--- src/rtl/hdmi_cfg_pkg.sv ---
// Shared types and constants for the HDMI transmitter configuration sequencer.
package hdmi_cfg_pkg;

  // Sequencer states.
  typedef enum logic [2:0] {
    ST_PWRUP     = 3'd0,
    ST_LOAD      = 3'd1,
    ST_ISSUE     = 3'd2,
    ST_WAIT_DONE = 3'd3,
    ST_GAP       = 3'd4,
    ST_DONE      = 3'd5,
    ST_ERROR     = 3'd6
  } state_t;

  // Number of register writes in the configuration table.
  localparam int NUM_REGS = 12;

  // Width of the table index carried on cfg_index.
  localparam int IDX_W = 4;

  // {register address, register data} pairs, written in index order.
  localparam logic [15:0] CFG_TABLE [NUM_REGS] = '{
    16'h4110, 16'h9803, 16'h9AE0, 16'h9C30,
    16'h9D61, 16'hA2A4, 16'hA3A4, 16'hE0D0,
    16'hF900, 16'h1500, 16'h1630, 16'h1746
  };

  // Bits needed to hold values 0 .. max_val-1, never less than one bit.
  function automatic int cnt_width(input int max_val);
    return (max_val < 2) ? 1 : $clog2(max_val);
  endfunction

endpackage

--- src/rtl/hdmi_config_sequencer_rom.sv ---
// Combinational lookup of the configuration table; unused addresses read as zero.
module hdmi_config_rom
  import hdmi_cfg_pkg::*;
(
  input  logic [IDX_W-1:0] i_addr,
  output logic [15:0]      o_data
);

  // Table lookup with out-of-range guard.
  always_comb begin
    o_data = 16'h0000;
    if (i_addr < IDX_W'(NUM_REGS)) begin
      o_data = CFG_TABLE[i_addr];
    end
  end

endmodule

--- src/rtl/hdmi_config_sequencer.sv ---
// Walks the HDMI transmitter register table, issuing one I2C write per entry,
// retrying on NACK or timeout, and reporting overall success or failure.
module hdmi_config_sequencer
  import hdmi_cfg_pkg::*;
#(
  parameter int          PWRUP_CYCLES   = 10000,
  parameter int          GAP_CYCLES     = 64,
  parameter int          TIMEOUT_CYCLES = 4096,
  parameter int          MAX_RETRY      = 3,
  parameter logic [7:0]  SLAVE_ADDR     = 8'h72
)(
  input  logic             clk,
  input  logic             reset_n,
  input  logic             start_cfg,
  input  logic             i2c_busy,
  input  logic             i2c_done,
  input  logic             i2c_nack,
  output logic             i2c_start,
  output logic [23:0]      i2c_data,
  output logic [IDX_W-1:0] cfg_index,
  output logic             cfg_done,
  output logic             cfg_error
);

  // One down-counter serves power-up wait, inter-transaction gap and timeout,
  // so it is sized for the largest of the three.
  localparam int CNT_MAX = (PWRUP_CYCLES > TIMEOUT_CYCLES)
                         ? ((PWRUP_CYCLES > GAP_CYCLES) ? PWRUP_CYCLES : GAP_CYCLES)
                         : ((TIMEOUT_CYCLES > GAP_CYCLES) ? TIMEOUT_CYCLES : GAP_CYCLES);
  localparam int CNT_W   = cnt_width(CNT_MAX);
  localparam int RTY_W   = cnt_width(MAX_RETRY + 1);

  localparam logic [CNT_W-1:0] PWR_LOAD = CNT_W'(PWRUP_CYCLES - 1);
  localparam logic [CNT_W-1:0] GAP_LOAD = CNT_W'(GAP_CYCLES - 1);
  localparam logic [CNT_W-1:0] TMO_LOAD = CNT_W'(TIMEOUT_CYCLES - 1);
  localparam logic [RTY_W-1:0] RTY_MAX  = RTY_W'(MAX_RETRY);
  localparam logic [IDX_W-1:0] LAST_IDX = IDX_W'(NUM_REGS - 1);

  state_t             r_state;
  state_t             w_next;
  state_t             r_gap_tgt;
  logic [CNT_W-1:0]   r_cnt;
  logic [RTY_W-1:0]   r_retry;
  logic [IDX_W-1:0]   r_index;
  logic [23:0]        r_data;
  logic [15:0]        w_rom_data;

  logic w_cnt_zero;
  logic w_in_wait;
  logic w_ok;
  logic w_fail;
  logic w_can_retry;
  logic w_last;
  logic w_restart;
  logic w_issue;

  hdmi_config_rom u_rom (
    .i_addr (r_index),
    .o_data (w_rom_data)
  );

  assign w_cnt_zero  = (r_cnt == '0);
  assign w_in_wait   = (r_state == ST_WAIT_DONE);
  // A completed transaction always takes precedence over a simultaneous timeout.
  assign w_ok        = w_in_wait && i2c_done && !i2c_nack;
  assign w_fail      = w_in_wait && (i2c_done ? i2c_nack : w_cnt_zero);
  assign w_can_retry = (r_retry < RTY_MAX);
  assign w_last      = (r_index == LAST_IDX);
  assign w_restart   = ((r_state == ST_DONE) || (r_state == ST_ERROR)) && start_cfg;
  assign w_issue     = (r_state == ST_ISSUE) && !i2c_busy;

  // State register.
  always_ff @(posedge clk) begin
    if (!reset_n) begin
      r_state <= ST_PWRUP;
    end else begin
      r_state <= w_next;
    end
  end

  // Next-state decode.
  always_comb begin
    w_next = r_state;
    case (r_state)
      ST_PWRUP:     if (w_cnt_zero) w_next = ST_LOAD;
      ST_LOAD:      w_next = ST_ISSUE;
      ST_ISSUE:     if (w_issue) w_next = ST_WAIT_DONE;
      ST_WAIT_DONE: begin
        if (w_ok) begin
          w_next = w_last ? ST_DONE : ST_GAP;
        end else if (w_fail) begin
          w_next = w_can_retry ? ST_GAP : ST_ERROR;
        end
      end
      ST_GAP:       if (w_cnt_zero) w_next = r_gap_tgt;
      ST_DONE:      if (start_cfg) w_next = ST_LOAD;
      ST_ERROR:     if (start_cfg) w_next = ST_LOAD;
      default:      w_next = ST_PWRUP;
    endcase
  end

  // Output decode; the start request is combinational so it is seen in the ISSUE cycle.
  always_comb begin
    i2c_start = w_issue;
    i2c_data  = r_data;
    cfg_index = r_index;
    cfg_done  = (r_state == ST_DONE);
    cfg_error = (r_state == ST_ERROR);
  end

  // Shared wait counter: reloads on entry to GAP or on issue, otherwise saturating decrement.
  always_ff @(posedge clk) begin
    if (!reset_n) begin
      r_cnt <= PWR_LOAD;
    end else if ((w_next == ST_GAP) && (r_state != ST_GAP)) begin
      r_cnt <= GAP_LOAD;
    end else if (w_issue) begin
      r_cnt <= TMO_LOAD;
    end else if (!w_cnt_zero) begin
      r_cnt <= r_cnt - 1'b1;
    end
  end

  // Transaction word, table index, retry count and post-gap target.
  always_ff @(posedge clk) begin
    if (!reset_n) begin
      r_data    <= 24'h0;
      r_index   <= '0;
      r_retry   <= '0;
      r_gap_tgt <= ST_LOAD;
    end else begin
      if (r_state == ST_LOAD) begin
        r_data <= {SLAVE_ADDR, w_rom_data};
      end
      if (w_restart) begin
        r_index <= '0;
        r_retry <= '0;
      end else if (w_ok) begin
        r_retry <= '0;
        if (!w_last) begin
          r_index   <= r_index + 1'b1;
          r_gap_tgt <= ST_LOAD;
        end
      end else if (w_fail && w_can_retry) begin
        r_retry   <= r_retry + 1'b1;
        r_gap_tgt <= ST_ISSUE;
      end
    end
  end

endmodule

--- config.mk ---
export PLATFORM = sky130hd
export DESIGN_NAME = hdmi_config_sequencer
export DESIGN_NICKNAME = d
export VERILOG_FILES = /design/src/rtl/hdmi_cfg_pkg.sv /design/src/rtl/hdmi_config_sequencer_rom.sv /design/src/rtl/hdmi_config_sequencer.sv
export SDC_FILE = /design/constraint.sdc
export NUM_CORES = 1
export LEC_CHECK = 0
export CELL_PAD_IN_SITES_DETAIL_PLACEMENT = 1
export CELL_PAD_IN_SITES_GLOBAL_PLACEMENT = 1
export CORE_MARGIN = 1.5
export CORE_UTILIZATION = 43
export DETAILED_ROUTE_END_ITERATION = 7
export HOLD_SLACK_MARGIN = 0.03
export PLACE_DENSITY_LB_ADDON = 0.1
export RECOVER_POWER = 25
export SKIP_LAST_GASP = 1
export SYNTH_ARGS = -nofsm -noshare
export SYNTH_HDL_FRONTEND = slang
export SYNTH_HIERARCHICAL = 1
export SYNTH_SLANG_ARGS = --single-unit
--- constraint.sdc ---
create_clock -name clk -period 3.12 [get_ports clk]
set_input_delay 0.624 -clock clk [delete_from_list [all_inputs] [get_ports clk]]
set_output_delay 0.624 -clock clk [all_outputs]
set_load 0.01 [all_outputs]
==> metrics.txt <==
post-DR wirelength/cell roughly 15 um; Reg area approximately 840 um2; DRC errors left 0; measured slew at the worst slew-check pin roughly 1.2 ns; Vias/cell 5.521; beginning of the critical path i2c_busy; Initial Utilization 0.4527; # clock sinks 42; Clock Tree Root clkbuf_8; number of diodes 0; final clock skew about 0.0052 ns; Filler cells ~700; total track usage 0.2112; port bufs 32; DRT iter0 DRCs around 140; top cells by instance count after synthesis nand2_1, dfxtp_1, a21oi_1; first-pass GRT wire length about 11000 um; largest net degree at the start of global routing 25; hold buffers post-CTS 0; CTS Buf Count 5; std cell rows 27; Cell variety after synth 54; later-pin clock latency in the skew report 0.28 ns; syn avg cell area about 8.0 um2; initial antenna violation count 0; worst hold-check path type register to register; Syn-to-layout area delta 15.38%; Antenna Nets Post-Route 0; most common cell in the netlist nand2_1; Bufs on Longest Clock Path 2; RSZ-0062 raised after global routing false; status completed; synth warn 6; Leak about 0.0011 uW; cells after synthesis 316; worst-path maximum fanout 9; hold_sp i2c_data[3]; number of synthesized register bits 42; Critical Path End Type primary output; final worst-path cycle share 0.8509; Placer Congestion between 0.7 and 0.8; final slew viol count 0; reg2reg start r_cnt[0]; CP Class input port to primary output; Startpoint Class input port; Tot Pwr 911.3 uW; power density over the cells between 300 and 400 mW/mm2; post-cts sizing count 0; area leader, netlist dfxtp_1; ratio of cells with drive above 1 in the final layout 0.06452; Max Clk Rate between 300 and 400 MHz; Post-synth ARST share 0; Synth area leaders dfxtp_1, a21oi_1, nand2_1; number of flops mapped to enable cells by yosys 0; Worst EP arrival 2.03 ns; Post-Synthesis Cell Area around 0.0025 mm2; Die X roughly 80 um; die area 0.006374 mm2; CTS tree built; Final Hold Viols 0; Fin Hold WS 0.4514 ns; final core occ 0.5223; Die Y ~80 um; via count around 2300; H-tree levels 2; GRT overflow 0; # setup viols final 0; Final Critical Period between 2 and 3 ns; Peak VDD IR ~0.2 mV; setup TNS 0 ns; Top Ports 37; Seq/Total Area, Yosys 0.3312; Final HPWL DP between 4000 and 5000 um; CP required between 2 and 3 ns; core area approximately 0.0056 mm2; relative slew slack 0.2268; vias in the first global route roughly 2100; Synth top area share 0.3312; total setup buffers inserted after CTS 0; footprint of the multi-input gates ~0.0015 mm2; Non-Filler Instances 413; Max Cap Viol 0; routed wire length about 6300 um; clk slew on worst S/H paths approximately 0.070 ns; most used flip-flop cell after synthesis dfxtp_1; placed insts a little over 400; 1st-pass router iterations 4; Final nets approximately 360
critical path, stage by stage:
cell             delay [ns]
clkdlybuf4s50_1        0.40
nor2_1                 0.09
nand3_1                0.16
inv_2                  0.20
clkdlybuf4s50_1        0.56
kinds of logic (layout without fill, tap and decap cells):
group | Yosys count | count (layout) | share of synthesized area
simple gates | 129 | 129 | 0.2750
compound gates | 79 | 79 | 0.1893
flops | 42 | 42 | 0.3312
buf+inv | 33 | 55 | 0.07196
fa+ha+maj | 11 | 11 | 0.05421
xor+xnor | 11 | 11 | 0.03795
mux | 9 | 9 | 0.03746
other cells | 2 | 5 | 0.002958
power breakdown:
group	leakage, uW	switching (uW)	internal (uW)
logic	0.000695	24.2	14.3
registers	0.000339	4.72	539
clock network	0.0000383	175	154
total	0.00107	204	708
per-layer routing:
metal	wire length, um	vias up	part of all wire	GRT usage
met3	277	5	0.044	0.02857
met1	3154	1076	0.50	0.2910
met4	58	0	0.0092	0.05690
met2	2786	57	0.44	0.3449
met5	0	-	0	0
li1	-	1142	-	-
stage by stage:
step	setup slack, ns	instance area, um2
6_report	0.4651	2929
5_1_grt	0.3510	2929
4_1_cts	0.4695	2937
3_5_place_dp	0.4658	2860
3_3_place_gp	0.4815	2860
2_1_floorplan	1.188	2550
placed cells by master, fill, tap and decap left out, types with 6 or more instances in the layout:
master           synthesis  layout
nand2_1                 46      46
dfxtp_1                 42      42
a21oi_1                 36      36
nor2_1                  24      24
clkdlybuf4s50_1          0      19
o21ai_0                 14      14
dlygate4sd3_1            0      13
ha_1                    11      11
nor3_1                  10      10
mux2i_1                  8       8
inv_1                    7       7
nand3_1                  7       7
nand2b_1                 6       6
xor2_1                   6       6
flip-flops by register name, summed over array words and instances (netlist names):
register and cells:
cfg_index 4, i2c_data 17, r_cnt 14, r_gap_tgt 2, r_retry 2, r_state 3
worst paths after layout:
path	slack (ns)	end	depth (start not counted)
worst max-delay path	0.47	i2c_start	5
worst min-delay path	0.45	i2c_data[3]	2
worst max register to register	0.76	r_cnt[6]	7
worst min register to register	0.45	i2c_data[3]	2
layout make-up:
| type | instances | share of cell area |
|---|---|---|
| tap | 72 | 0.03076 |
| clock buffer | 7 | 0.02606 |
| multi-input combinational | 244 | 0.5211 |
| timing repair buffer | 38 | 0.1222 |
| sequential | 42 | 0.2871 |
| inverter | 10 | 0.01282 |
(Power assumes the default switching activity.)
